**src/rtl/counter_sweep_ctrl_pkg.sv**
```systemverilog
// Shared definitions for the counter sweep sequencer.
//   - WIDTH_DEF / SWEEP_W_DEF : default counter and sweep-count widths
//   - state_e                 : FSM state encoding, also exported on the debug port
package counter_sweep_ctrl_pkg;

  localparam int WIDTH_DEF   = 8;
  localparam int SWEEP_W_DEF = 4;

  typedef enum logic [1:0] {
    ST_IDLE = 2'd0,
    ST_UP   = 2'd1,
    ST_DOWN = 2'd2,
    ST_DONE = 2'd3
  } state_e;

endpackage

```
**src/rtl/counter_sweep_ctrl_if.sv**
```systemverilog
// Control/status bundle between the surrounding control logic and the sweep sequencer.
// Handshake: there is no ready. A start request is accepted on a rising edge only when
// the sequencer is idle (busy=0, state=ST_IDLE) and stop is low. Starts issued while
// the sequencer is busy are dropped, not queued. stop is a level abort and overrides
// start. done and err are single-cycle pulses.
//
//   master (controller) drives : start, stop, lo, hi, n_sweeps
//   slave  (sequencer)  drives : count, p_dir, busy, done, err, state (debug)
interface counter_sweep_ctrl_if
  import counter_sweep_ctrl_pkg::*;
#(
  parameter int WIDTH   = WIDTH_DEF,
  parameter int SWEEP_W = SWEEP_W_DEF
);

  logic               start;
  logic               stop;
  logic [WIDTH-1:0]   lo;
  logic [WIDTH-1:0]   hi;
  logic [SWEEP_W-1:0] n_sweeps;

  logic [WIDTH-1:0]   count;
  logic               p_dir;
  logic               busy;
  logic               done;
  logic               err;
  state_e             state;

  modport master (
    output start, stop, lo, hi, n_sweeps,
    input  count, p_dir, busy, done, err, state
  );

  modport slave (
    input  start, stop, lo, hi, n_sweeps,
    output count, p_dir, busy, done, err, state
  );

endinterface

```
**src/rtl/counter8b_updown_en.sv**
```systemverilog
// Up/down counter with enable and synchronous load.
//   clk, rst_n : clock, asynchronous active-low reset (count -> 0)
//   load       : load load_val (highest priority)
//   en         : step the count by one when high
//   up         : 1 = increment, 0 = decrement
//   load_val   : value loaded on load
//   count      : registered counter value
// The count saturates at both ends of its range instead of wrapping.
module counter8b_updown_en #(
  parameter int WIDTH = 8
) (
  input  logic             clk,
  input  logic             rst_n,
  input  logic             load,
  input  logic             en,
  input  logic             up,
  input  logic [WIDTH-1:0] load_val,
  output logic [WIDTH-1:0] count
);

  logic [WIDTH-1:0] count_q;

  always_ff @(posedge clk or negedge rst_n) begin
    if (!rst_n) begin
      count_q <= '0;
    end else if (load) begin
      count_q <= load_val;
    end else if (en) begin
      if (up) begin
        if (count_q != {WIDTH{1'b1}}) count_q <= count_q + WIDTH'(1);
      end else begin
        if (count_q != '0) count_q <= count_q - WIDTH'(1);
      end
    end
  end

  assign count = count_q;

endmodule

```
**src/rtl/counter_sweep_ctrl.sv**
```systemverilog
// Triangle-wave sweep sequencer for the up/down counter.
// Sweeps count lo->hi->lo for n_sweeps sweeps (0 = until stop), then pulses done.
//   p_clk_in : clock
//   p_rst    : asynchronous active-low reset
//   bus      : slave side of counter_sweep_ctrl_if (requests in, count/status out,
//              FSM state on bus.state for debug)
// All status outputs are registered from the next-state decode so they line up with
// the state they describe.
module counter_sweep_ctrl
  import counter_sweep_ctrl_pkg::*;
#(
  parameter int WIDTH   = WIDTH_DEF,
  parameter int SWEEP_W = SWEEP_W_DEF
) (
  input  logic                  p_clk_in,
  input  logic                  p_rst,
  counter_sweep_ctrl_if.slave   bus
);

  state_e             state_q, state_d;
  logic [WIDTH-1:0]   lo_q, lo_d;
  logic [WIDTH-1:0]   hi_q, hi_d;
  logic [SWEEP_W-1:0] n_q, n_d;
  logic [SWEEP_W-1:0] sweep_q, sweep_d;
  logic               p_dir_q, busy_q, done_q, err_q;
  logic               p_dir_d, busy_d, done_d, err_d;

  logic               cnt_load, cnt_en, cnt_up;
  logic [WIDTH-1:0]   count;

  counter8b_updown_en #(.WIDTH(WIDTH)) u_cnt (
    .clk      (p_clk_in),
    .rst_n    (p_rst),
    .load     (cnt_load),
    .en       (cnt_en),
    .up       (cnt_up),
    .load_val (bus.lo),
    .count    (count)
  );

  always_ff @(posedge p_clk_in or negedge p_rst) begin
    if (!p_rst) begin
      state_q <= ST_IDLE;
      lo_q    <= '0;
      hi_q    <= '0;
      n_q     <= '0;
      sweep_q <= '0;
      p_dir_q <= 1'b0;
      busy_q  <= 1'b0;
      done_q  <= 1'b0;
      err_q   <= 1'b0;
    end else begin
      state_q <= state_d;
      lo_q    <= lo_d;
      hi_q    <= hi_d;
      n_q     <= n_d;
      sweep_q <= sweep_d;
      p_dir_q <= p_dir_d;
      busy_q  <= busy_d;
      done_q  <= done_d;
      err_q   <= err_d;
    end
  end

  always_comb begin
    state_d  = state_q;
    lo_d     = lo_q;
    hi_d     = hi_q;
    n_d      = n_q;
    sweep_d  = sweep_q;
    err_d    = 1'b0;
    cnt_load = 1'b0;
    cnt_en   = 1'b0;
    cnt_up   = 1'b0;

    case (state_q)
      ST_IDLE: begin
        // stop masks start even while idle
        if (bus.start && !bus.stop) begin
          if (bus.lo < bus.hi) begin
            lo_d     = bus.lo;
            hi_d     = bus.hi;
            n_d      = bus.n_sweeps;
            sweep_d  = '0;
            cnt_load = 1'b1;
            state_d  = ST_UP;
          end else begin
            err_d = 1'b1;
          end
        end
      end

      ST_UP: begin
        if (bus.stop) begin
          state_d = ST_IDLE;
        end else if (count < hi_q) begin
          cnt_en = 1'b1;
          cnt_up = 1'b1;
        end else begin
          // hi is shown for one cycle, then the count turns around immediately
          cnt_en  = 1'b1;
          cnt_up  = 1'b0;
          state_d = ST_DOWN;
        end
      end

      ST_DOWN: begin
        if (bus.stop) begin
          state_d = ST_IDLE;
        end else if (count > lo_q) begin
          cnt_en = 1'b1;
          cnt_up = 1'b0;
        end else begin
          // bottom of a sweep; the counter sticks at all-ones in continuous mode
          if (sweep_q != {SWEEP_W{1'b1}}) sweep_d = sweep_q + SWEEP_W'(1);
          if ((n_q != '0) && (sweep_q == n_q - SWEEP_W'(1))) begin
            state_d = ST_DONE;
          end else begin
            cnt_en  = 1'b1;
            cnt_up  = 1'b1;
            state_d = ST_UP;
          end
        end
      end

      ST_DONE: begin
        state_d = ST_IDLE;
      end

      default: begin
        state_d = ST_IDLE;
      end
    endcase

    p_dir_d = (state_d == ST_UP);
    busy_d  = (state_d == ST_UP) || (state_d == ST_DOWN);
    done_d  = (state_d == ST_DONE);
  end

  assign bus.count = count;
  assign bus.p_dir = p_dir_q;
  assign bus.busy  = busy_q;
  assign bus.done  = done_q;
  assign bus.err   = err_q;
  assign bus.state = state_q;

endmodule

```
**src/flat_wrapper.sv**
```systemverilog
// flat-port wrapper written by rule: the top's interface ports become plain ports
module counter_sweep_ctrl_flat import counter_sweep_ctrl_pkg::*;
#(
  parameter int WIDTH   = WIDTH_DEF,
  parameter int SWEEP_W = SWEEP_W_DEF
)
  (p_clk_in, p_rst, bus_start, bus_stop, bus_lo, bus_hi, bus_n_sweeps, bus_count, bus_p_dir, bus_busy, bus_done, bus_err, bus_state);
  counter_sweep_ctrl_if #(.WIDTH(WIDTH), .SWEEP_W(SWEEP_W)) bus_i ();
  input  logic p_clk_in;
  input  logic p_rst;
  input wire logic [$bits(bus_i.start)-1:0] bus_start;
  input wire logic [$bits(bus_i.stop)-1:0] bus_stop;
  input wire logic [$bits(bus_i.lo)-1:0] bus_lo;
  input wire logic [$bits(bus_i.hi)-1:0] bus_hi;
  input wire logic [$bits(bus_i.n_sweeps)-1:0] bus_n_sweeps;
  output wire logic [$bits(bus_i.count)-1:0] bus_count;
  output wire logic [$bits(bus_i.p_dir)-1:0] bus_p_dir;
  output wire logic [$bits(bus_i.busy)-1:0] bus_busy;
  output wire logic [$bits(bus_i.done)-1:0] bus_done;
  output wire logic [$bits(bus_i.err)-1:0] bus_err;
  output wire logic [$bits(bus_i.state)-1:0] bus_state;
  assign bus_i.start = bus_start;
  assign bus_i.stop = bus_stop;
  assign bus_i.lo = bus_lo;
  assign bus_i.hi = bus_hi;
  assign bus_i.n_sweeps = bus_n_sweeps;
  assign bus_count = bus_i.count;
  assign bus_p_dir = bus_i.p_dir;
  assign bus_busy = bus_i.busy;
  assign bus_done = bus_i.done;
  assign bus_err = bus_i.err;
  assign bus_state = bus_i.state;
  counter_sweep_ctrl #(.WIDTH(WIDTH), .SWEEP_W(SWEEP_W)) u_core (.p_clk_in(p_clk_in), .p_rst(p_rst), .bus(bus_i));
endmodule
```
**config.mk**
```make
export PLATFORM = sky130hd
export DESIGN_NAME = counter_sweep_ctrl_flat
export DESIGN_NICKNAME = d
export VERILOG_FILES = /design/src/rtl/counter_sweep_ctrl_pkg.sv /design/src/rtl/counter_sweep_ctrl_if.sv /design/src/rtl/counter8b_updown_en.sv /design/src/rtl/counter_sweep_ctrl.sv /design/src/flat_wrapper.sv
export SDC_FILE = /design/constraint.sdc
export NUM_CORES = 1
export LEC_CHECK = 0
export BUFFER_PORTS_ARGS = -buffer_cell sky130_fd_sc_hd__buf_4
export CAP_MARGIN = 40
export CELL_PAD_IN_SITES_DETAIL_PLACEMENT = 1
export CELL_PAD_IN_SITES_GLOBAL_PLACEMENT = 1
export CORE_AREA = 2 2 73 92
export CTS_CLUSTER_SIZE = 10
export DETAILED_ROUTE_END_ITERATION = 10
export DIE_AREA = 0 0 75 94
export PLACE_DENSITY = 0.87
export SETUP_SLACK_MARGIN = 0.15
export SYNTH_ARGS = -nofsm -noshare
export SYNTH_HDL_FRONTEND = slang
export SYNTH_SLANG_ARGS = --single-unit
```
**constraint.sdc**
```tcl
create_clock -name p_clk_in -period 4.7 [get_ports p_clk_in]
set_input_delay 1.41 -clock p_clk_in [delete_from_list [all_inputs] [get_ports p_clk_in]]
set_output_delay 1.41 -clock p_clk_in [all_outputs]
set_load 0.05 [all_outputs]
```
==> results.toml, run 1 <==
[clock_network]
htreeDepth = 2
cts_root_buf = "clkbuf_8"
postCtsSetupRepairBufs = 0
insertion_delay_ns = 0.30
cts.sinks = 38
cts_resized = 0
clk_pin_slew_ns = 0.08
tritoncts = "built"
cts_buffer_depth = 2
cts_buffers = 5
cts_hold_buf = 0

[logic_synthesis]
netlist_top_cells_area = "dfrtp_1 (35%), ha_1 (18%), mux2_2 (5.4%), inv_1 (4.3%), a21oi_1 (3.1%)"
syn-num-nets = 339
synth_top_cell_by_area = "dfrtp_1"
seq_area_frac_synth_pct = 35.17
synth-edff-count = 0
yosysWarnings = 0
synth_area_um2 = 2704
ys_ff_latch = 38
netlist_instances = 276
async_flop_share_pct = 100.0
syn_avg_cell_area_um2 = 9.797
synth_flop_cell = "dfrtp_1"
synth_cell_types = 45
synth_top_area_share_pct = 35.17

[global_routing]
antenna_found_initial = 0
overflow = 0
grt_max_degree = 39
grt_first_pass_wirelength_um = 11230
grt_pass1_vias = 2318
grtUsageTotal_pct = 21.22

[place]
gp_congestion = 0.8296
port_buffers = 37
dp_hpwl_um = 5148
post_dp_cell_area_um2 = 3095
place_inst = 397

[finish]
syn_to_final_growth_pct = 17.86
n_antenna_cell = 0
fill_cells = 714
final_area_um2 = 3187
instances_no_fill = 405
layout.nets = 382
drive_above_1_share_pct = 22.19

[timing]
finalSetupViolCount = 0
rsz0062_at_grt = "no"
tns_ns = 0
fmax_ghz = 0.2500
worst_pin_slew_ns = 0.5356
relSlewSlack_pct = 64.06
fin_crit_sh_pct = 85.10
drv_slew = 0
hold_viol_final = 0
fin_worst_skew_ns = 0.008434
post-route-min-period_ns = 4.000

[worst_setup_path]
cp_slowest_cell = "o41a_2"
cp_max_fo = 11
timing.critical_path.buf_inv = 1
crit_family = "compound AO/OA/AOI/OAI gates"
slowest_delay_ns = 0.62
required_ns = 4.94
arrival_ns = 4.24
end_kind = "register"
cp-start-kind = "input port"
crit_type = "input port to register"
worstPathCellList = "buf_4 -> or2b_4 -> o41a_2 -> ha_1 -> a21o_1 -> a21oi_1 -> nor2b_1 -> o21a_1 -> o41ai_1 -> xnor2_1 -> mux2i_1 -> nand2b_1"

[die]
ios = 38
die_area_um2 = 7050
initial_core_util_pct = 44.14
rows = 32
die-height_um = 94
die_w_um = 75
core_area_um2 = 6126

[min_path]
holdCritPathClass = "register to register"

[detailed_routing]
first_iter_violations = 68
first_pass_iters = 4
drc = 0
drt.antenna.violating_nets = 0
route.met2.wl_um = 3617
vias = 2203
highest_layer = "met4"
wl_um = 6767
wl_met3_um = 209
avgRoutedWirePerCell_um = 16.71
met1Wirelength_um = 2696
routed_via_density = 5.440

[pwr]
total_power_mw = 2.354
power_density_nw_per_um2 = 738.7
p_leak_nw = 1.493
max-vdd-ir-drop_mv = 0.3533

[flow_run]
max_cap_viol_count = 0

[run_status]
status = "complete, no violations"
-- placed cells by master (no fill, tap or decap), drive strengths merged, types with 2 or more instances in the layout --
master	netlist	layout
xor2	3	3
clkbuf	2	7
nor3	6	6
o21ai	15	15
a21o	5	5
nor2	16	16
a21oi	18	18
a211oi	2	2
dfrtp	38	38
and3	2	2
mux2i	8	8
mux2	15	15
nor2b	7	7
inv	31	31
or4	2	2
nand3	6	6
nand2b	4	4
a2bb2oi	2	2
nand2	21	21
nand4	5	5
buf	2	40
ha	38	38
xnor2	9	9
-- layer usage --
layer,GRT usage (%),vias up
met5,0,-
met4,10.42,0
met3,3.433,13
met2,38.16,43
met1,23.33,1096
li1,-,1051
-- per-stage QoR --
stage	util, %	setup slack, ns	hold WS (ns)
floorplan	-	0.7545	0.4498
global placement	50.53	0.5082	0.4651
detailed placement	50.53	0.4170	0.4742
CTS	52.02	0.6890	0.4921
global route	52.02	0.4647	0.5268
finish	52.02	0.7001	0.4877
-- state kept, by name, summed over array words and instances (netlist names) --
signal,cells
u_core.bus.busy,1
u_core.bus.err,1
u_core.u_cnt.count,8
u_core.bus.p_dir,1
u_core.bus.done,1
u_core.sweep_q,4
u_core.hi_q,8
u_core.lo_q,8
u_core.n_q,4
u_core.bus.state,2
-- power breakdown --
part	switching [mW]	total [mW]	internal, mW
logic	0.838	1.45	0.616
clock network	0.120	0.238	0.119
registers	0.176	0.661	0.485
total	1.13	2.35	1.22
-- layout make-up --
type                    instances  area, um^2  share of cell area [%]
well taps                      85       106.4                   3.337
inverters                      31       116.4                   3.651
repair buffers                 40       300.3                   9.423
flip-flops and latches         38       950.9                   29.84
clock buffers                   7       86.33                   2.709
clock inverters                 1       5.005                  0.1570
multi-input cells             203        1622                   50.88
-- worst reg2reg max path: stages, from the launching register on --
cell	delay, ns
dfrtp_1	0.51
ha_1	0.37
nor2b_1	0.14
o211ai_1	0.16
a21o_1	0.15
a31oi_2	0.18
o41a_2	0.62
ha_1	0.32
a21o_1	0.15
a21oi_1	0.21
nor2b_1	0.07
o21a_1	0.19
o41ai_1	0.32
xnor2_1	0.20
mux2i_1	0.22
nand2b_1	0.12
-- synth_stat cells (2+ instances only) --
library cell / instances
nor3_1: 6
nand2b_1: 4
nor2_1: 16
nand3_1: 6
a21oi_1: 17
a21o_1: 5
buf_1: 2
a2bb2oi_1: 2
o21ai_0: 14
mux2_2: 13
mux2_4: 2
xnor2_1: 9
inv_1: 31
nor2b_1: 7
nand4_1: 5
nand2_1: 21
xor2_1: 3
or4_2: 2
clkbuf_1: 2
dfrtp_1: 38
and3_1: 2
mux2i_1: 8
a211oi_1: 2
ha_1: 38
-- final timing paths --
kind | end | cells past startpoint | start | slack [ns]
max | u_core.u_cnt.count[7]$_DFFE_PN0P_ | 12 | bus_stop | 0.70
min | u_core.hi_q[6]$_DFFE_PN0P_ | 2 | u_core.hi_q[6]$_DFFE_PN0P_ | 0.49
max reg2reg | u_core.u_cnt.count[7]$_DFFE_PN0P_ | 15 | u_core.u_cnt.count[1]$_DFFE_PN0P_ | 0.71
min reg2reg | u_core.hi_q[6]$_DFFE_PN0P_ | 2 | u_core.hi_q[6]$_DFFE_PN0P_ | 0.49
max in group asynchronous | u_core.lo_q[6]$_DFFE_PN0P_ | 1 | p_rst | 3.26
min in group asynchronous | u_core.hi_q[6]$_DFFE_PN0P_ | 1 | p_rst | 1.08
-- cells by family (layout without fill, tap and decap cells) --
| family | count (synthesis) | after routing | synth area share [%] |
|---|---|---|---|
| AND/OR/NAND/NOR | 73 | 73 | 13.47 |
| AO/OA/AOI/OAI | 56 | 56 | 14.81 |
| adder cells (fa/ha/maj) | 39 | 39 | 18.33 |
| flip-flops | 38 | 38 | 35.17 |
| buffers and inverters | 35 | 79 | 4.859 |
| multiplexers | 23 | 23 | 9.486 |
| XOR/XNOR | 12 | 12 | 3.887 |
No activity file was read; power rests on OpenSTA's default activity.
==> inputs of run 2 (changes only) <==
--- a/config.mk
+++ b/config.mk
@@ -5,7 +5,7 @@
 export SDC_FILE = /design/constraint.sdc
 export NUM_CORES = 1
 export LEC_CHECK = 0
-export BUFFER_PORTS_ARGS = -buffer_cell sky130_fd_sc_hd__buf_4
+export BUFFER_PORTS_ARGS = -buffer_cell sky130_fd_sc_hd__buf_2
 export CAP_MARGIN = 40
 export CELL_PAD_IN_SITES_DETAIL_PLACEMENT = 1
 export CELL_PAD_IN_SITES_GLOBAL_PLACEMENT = 1
==> results.toml, run 2 (same netlist as run 1, synthesis figures left out) <==
[detailed_routing]
vias = 2169
drt.antenna.violating_nets = 0
first_pass_iters = 4
wl_um = 6515
avgRoutedWirePerCell_um = 16.13
routed_via_density = 5.369
first_iter_violations = 46
drc = 0

[worst_setup_path]
cp_max_fo = 11
cp-start-kind = "input port"
reg2reg_to = "u_core.u_cnt.count[7]$_DFFE_PN0P_"
slowest_delay_ns = 0.62
timing.reg2reg.setup_slack_ns = 0.76
cp_slowest_cell = "o41a_2"
end_kind = "register"
arrival_ns = 4.19
crit_type = "input port to register"
worstPathCellList = "buf_2 -> or2b_4 -> o41a_2 -> ha_1 -> a21o_1 -> a21oi_1 -> nor2b_1 -> o21a_1 -> o41ai_1 -> xnor2_1 -> mux2i_1 -> nand2b_1"
worst-r2r-cell-count = 15
required_ns = 4.93
worstReg2RegStart = "u_core.u_cnt.count[5]$_DFFE_PN0P_"

[global_routing]
grtUsageTotal_pct = 20.60
overflow = 0
grt_pass1_vias = 2343
antenna_found_initial = 0
grt_first_pass_wirelength_um = 11080
grt_max_degree = 32

[place]
port_buffers = 37
dpl_worst_slack_ns = 0.4271
gp_congestion = 0.8308
dp_hpwl_um = 5195
place_inst = 397

[run_status]
status = "complete, no violations"

[die]
rows = 32
die_w_um = 75
die_area_um2 = 7050
core_area_um2 = 6126
initial_core_util_pct = 44.14
ios = 38
die-height_um = 94

[finish]
drive_above_1_share_pct = 21.63
n_antenna_cell = 0
layout_common_cells = "ha_1 (38), dfrtp_1 (38), buf_2 (37)"
instances_no_fill = 404
fin_util_pct = 50.59
layout.nets = 382
syn_to_final_growth_pct = 14.62

[clock_network]
cts_root_buf = "clkbuf_8"
cts_buffers = 5
tritoncts = "built"
insertion_delay_ns = 0.29
htreeDepth = 2
cts.sinks = 38
cts_resized = 0
cts_buffer_depth = 2
cts_hold_buf = 0
clk_pin_slew_ns = 0.07
postCtsSetupRepairBufs = 0

[timing]
fmax_ghz = 0.2529
fin_crit_sh_pct = 84.12
rsz0062_at_grt = "no"
hold_viol_final = 0
post-route-min-period_ns = 3.953
relSlewSlack_pct = 66.35
tns_ns = 0
worst_pin_slew_ns = 0.5015
fin_worst_skew_ns = 0.003295
finalSetupViolCount = 0
fin_ws_ns = 0.7465
drv_slew = 0

[pwr]
p_leak_nw = 1.461
max-vdd-ir-drop_mv = 0.3390
p_sw_share_pct = 48.87
total_power_mw = 2.276
p_seq_share_pct = 29.3
p_comb_share_pct = 61.1
p_switching_mw = 1.112
internal_power_mw = 1.164
p_clk_share_pct = 9.6
power_density_nw_per_um2 = 734.4

[min_path]
min-delay-start = "u_core.hi_q[1]$_DFFE_PN0P_"
holdCritPathClass = "register to register"
whs_endpoint = "u_core.hi_q[1]$_DFFE_PN0P_"
holdPathStages = 2

[flow_run]
max_cap_viol_count = 0
-- run 2: critical path, delay by kind of cell --
family / cells / cell delay (ns)
adders and majority gates: 1 / 0.32
xor gates and xnor gates: 1 / 0.19
and+or+nand+nor: 3 / 0.46
muxes: 1 / 0.19
buffers and inverters: 1 / 0.13
AOI/OAI and AO/OA: 5 / 1.49
-- run 2: worst max-delay path by stage --
stage	startpoint	to	slack [ns]	depth (start not counted)
after CTS	bus_stop	u_core.u_cnt.count[7]$_DFFE_PN0P_	0.74	12
final	bus_stop	u_core.u_cnt.count[7]$_DFFE_PN0P_	0.75	12
after global placement	bus_stop	u_core.u_cnt.count[7]$_DFFE_PN0P_	0.51	12
after detailed placement	bus_stop	u_core.u_cnt.count[7]$_DFFE_PN0P_	0.43	12
after global routing	u_core.u_cnt.count[1]$_DFFE_PN0P_	u_core.u_cnt.count[7]$_DFFE_PN0P_	0.50	15
after floorplan	bus_stop	u_core.u_cnt.count[7]$_DFFE_PN0P_	0.75	11
-- run 2: per-layer routing --
metal / vias to the layer above / wire (um) / part of all wire [%] / track usage, %
met3: 8 / 210 / 3.2 / 3.541
met4: 0 / 122 / 1.9 / 6.250
li1: 1061 / - / - / -
met1: 1063 / 2626 / 40 / 23.72
met2: 37 / 3556 / 55 / 37.65
met5: - / 0 / 0 / 0
-- run 2: power by group through the flow --
| stage | Combinational [mW] | Sequential, mW | Clock, mW |
|---|---|---|---|
| 6_report | 1.39 | 0.666 | 0.219 |
| 5_1_grt | 1.56 | 0.694 | 0.236 |
| 4_1_cts | 1.40 | 0.670 | 0.226 |
| 3_5_place_dp | 1.39 | 0.677 | 0 |
| 3_3_place_gp | 1.30 | 0.665 | 0 |
| 2_1_floorplan | 0.905 | 0.802 | 0 |
-- run 2: through the flow --
step | hold slack [ns] | area (um^2)
after floorplan | 0.4498 | 2704
after global placement | 0.4649 | 2995
after global routing | 0.5252 | 3099
after detailed placement | 0.4757 | 3023
final | 0.4923 | 3099
after CTS | 0.4926 | 3099
-- run 2: final cells by class --
cell class	count	area, um^2
Multi-Input combinational cell	203	1622
Inverter	31	116.4
Fill cell	725	3027
Sequential cell	38	950.9
Timing Repair Buffer	40	227.7
Clock buffer	7	76.32
Tap cell	85	106.4
==> inputs of run 3 (changes only) <==
--- a/config.mk
+++ b/config.mk
@@ -5,15 +5,16 @@
 export SDC_FILE = /design/constraint.sdc
 export NUM_CORES = 1
 export LEC_CHECK = 0
+export ABC_AREA = 1
 export BUFFER_PORTS_ARGS = -buffer_cell sky130_fd_sc_hd__buf_2
 export CAP_MARGIN = 40
 export CELL_PAD_IN_SITES_DETAIL_PLACEMENT = 1
 export CELL_PAD_IN_SITES_GLOBAL_PLACEMENT = 1
-export CORE_AREA = 2 2 73 92
+export CORE_AREA = 2 2 81 102
 export CTS_CLUSTER_SIZE = 10
 export DETAILED_ROUTE_END_ITERATION = 10
-export DIE_AREA = 0 0 75 94
-export PLACE_DENSITY = 0.87
+export DIE_AREA = 0 0 83 104
+export PLACE_DENSITY = 0.82
 export SETUP_SLACK_MARGIN = 0.15
 export SYNTH_ARGS = -nofsm -noshare
 export SYNTH_HDL_FRONTEND = slang
==> constraint.sdc (replaced) <==
create_clock -name p_clk_in -period 3.39 [get_ports p_clk_in]
set_input_delay 1.017 -clock p_clk_in [delete_from_list [all_inputs] [get_ports p_clk_in]]
set_output_delay 1.017 -clock p_clk_in [all_outputs]
set_load 0.05 [all_outputs]
==> results.toml, run 3 <==
[clock_network]
htreeDepth = 2
clk_pin_slew_ns = 0.08
cts_buffer_depth = 2
tritoncts = "built"
insertion_delay_ns = 0.31
cts.sinks = 38
cts_buffers = 5
cts_hold_buf = 0
cts_root_buf = "clkbuf_8"

[timing]
tns_ns = 0
post-route-min-period_ns = 3.026
drv_slew = 0
fin_crit_sh_pct = 89.25
relSlewSlack_pct = 68.08
fin_worst_skew_ns = 0.01916
fmax_ghz = 0.3305
worst_pin_slew_ns = 0.4752
hold_viol_final = 0
finalSetupViolCount = 0
fin_ws_ns = 0.3643
rsz0062_at_grt = "no"

[detailed_routing]
routed_via_density = 5.071
drt.antenna.violating_nets = 0
wl_um = 7959
first_pass_iters = 5
drc = 0
first_iter_violations = 67
vias = 2632
avgRoutedWirePerCell_um = 15.34

[finish]
final_common_cell = "nand2_1"
final_area_um2 = 3359
drive_above_1_share_pct = 22.64
syn_to_final_growth_pct = 18.60
instances_no_fill = 519
fin_util_pct = 43.62
layout_common_cells = "nand2_1 (120), inv_1 (45), buf_2 (37)"
n_antenna_cell = 0
layout.nets = 486

[logic_synthesis]
yosysWarnings = 0
synth_top_cell_by_area = "dfrtp_1"
syn_avg_cell_area_um2 = 7.594
synth_area_um2 = 2833
synth-edff-count = 0
yosys.cell_count.top_type = "nand2_1"
netlist_instances = 373
async_flop_share_pct = 100.0
synthTopCellsByCount = "nand2_1 (121), inv_1 (45), dfrtp_1 (38), ha_1 (38), o21ai_0 (25)"
synth_flop_cell = "dfrtp_1"
synth_top_area_share_pct = 33.57
synth_cell_types = 35
netlist_top_cells_area = "dfrtp_1 (34%), ha_1 (17%), nand2_1 (16%), inv_1 (6.0%), o21ai_0 (4.4%)"
seq_area_frac_synth_pct = 33.57
syn-num-nets = 436
ys_ff_latch = 38

[die]
core_area_um2 = 7702
initial_core_util_pct = 36.78
die_area_um2 = 8632
die-height_um = 104
ios = 38
die_w_um = 83
rows = 36

[flow_run]
max_cap_viol_count = 0

[place]
post_dp_cell_area_um2 = 3162
place_inst = 505
port_buffers = 37
gp_congestion = 0.8442
dp_hpwl_um = 5948
dpl_worst_slack_ns = 0.1856

[worst_setup_path]
slowest_delay_ns = 0.45
timing.reg2reg.setup_slack_ns = 0.36
cp_max_fo = 11
timing.critical_path.buf_inv = 1
end_kind = "register"
crit_type = "register to register"
crit_family = "simple AND/OR/NAND/NOR gates"
arrival_ns = 3.22
cp_slowest_cell = "dfrtp_2"
path_common_cell = "nand2_1"
cp-start-kind = "register"
required_ns = 3.58
worstPathCellList = "ha_1 -> nand2_1 -> nor2_2 -> nand4_1 -> nand2_4 -> nand3_2 -> nand2_4 -> nand2_8 -> ha_1 -> nand2_1 -> nand2_1 -> a31oi_2 -> nand2_1 -> nand2_1 -> nand2_1 -> inv_1 -> nand2_1 -> nand3_1 -> nand2_1 -> nand2_1 -> nand2_1"

[global_routing]
grtUsageTotal_pct = 18.31
grt_first_pass_wirelength_um = 12810
overflow = 0
use_met3_pct = 3.016
grtUsageMet1_pct = 19.66
met2_usage_pct = 35.25
antenna_found_initial = 0
grt_pass1_vias = 2808
busiest_layer = "met2"
grt_max_degree = 26

[pwr]
max-vdd-ir-drop_mv = 0.6036
power_density_nw_per_um2 = 1084
p_leak_nw = 1.787

[run_status]
status = "complete, no violations"

[min_path]
holdCritPathClass = "register to register"
## run 3: changes by cell type after synthesis, sizes merged, moves of 7 or more
cell   change
nand2    +110
inv       +23
nor2b      -7
mux2      -15
nand3     +16
mux2i      -8
o21ai     +14
## run 3: worst min-delay path: cells and delay by family (launching register included)
kind	cells	cell delay, ns
compound gates	1	0.06
simple gates	1	0.05
flops	1	0.35
## run 3: per-layer routing
layer / share of wire, % / vias up
li1: - / 1297
met1: 40 / 1261
met2: 53 / 55
met3: 3.2 / 19
met4: 3.3 / 0
met5: 0 / -
## run 3: through the flow
| step | hold slack (ns) | total power, mW |
|---|---|---|
| finish | 0.4896 | 3.641 |
| global route | 0.5264 | 4.026 |
| CTS | 0.4922 | 3.452 |
| detailed placement | 0.4731 | 3.074 |
| global placement | 0.4658 | 2.942 |
| floorplan | 0.4492 | 2.509 |
## run 3: cell families after synthesis
logic type	synth area share [%]
adders and majority gates	17.49
xor gates and xnor gates	1.546
DFF	33.57
buffers and inverters	8.436
and+or+nand+nor	28.53
AOI/OAI and AO/OA	10.42
## run 3: power by group
part           internal, mW  switching, mW  leakage (nW)
Clock                 0.164          0.180        0.0472
Sequential            0.661          0.182         0.470
Combinational         0.901           1.55          1.27
Total                  1.73           1.92          1.79
## run 3: final timing paths
check / start / end / depth (start not counted)
setup / recovery: u_core.u_cnt.count[5]$_DFFE_PN0P_ / u_core.u_cnt.count[7]$_DFFE_PN0P_ / 21
min in group asynchronous: p_rst / u_core.n_q[1]$_DFFE_PN0P_ / 1
setup reg to reg: u_core.u_cnt.count[5]$_DFFE_PN0P_ / u_core.u_cnt.count[7]$_DFFE_PN0P_ / 21
max in group asynchronous: p_rst / u_core.u_cnt.count[6]$_DFFE_PN0P_ / 2
hold / removal: u_core.hi_q[1]$_DFFE_PN0P_ / u_core.hi_q[1]$_DFFE_PN0P_ / 2
hold reg to reg: u_core.hi_q[1]$_DFFE_PN0P_ / u_core.hi_q[1]$_DFFE_PN0P_ / 2
## run 3: area by class of cell
cell class / count / area (um^2)
fillers: 979 / 4343
flip-flops and latches: 38 / 957.2
inverters: 55 / 206.4
clock inverters: 2 / 12.51
clock buffers: 6 / 82.58
repair buffers: 48 / 287.8
well taps: 95 / 118.9
multi-input cells: 275 / 1694
## run 3: timing repair
| action | in CTS | in global routing |
|---|---|---|
| buffers inserted | 0 | 6 |
| setup endpoints to repair | 0 | 3 |
| hold endpoints to repair | 0 | 0 |
| gates resized for setup | 0 | 14 |
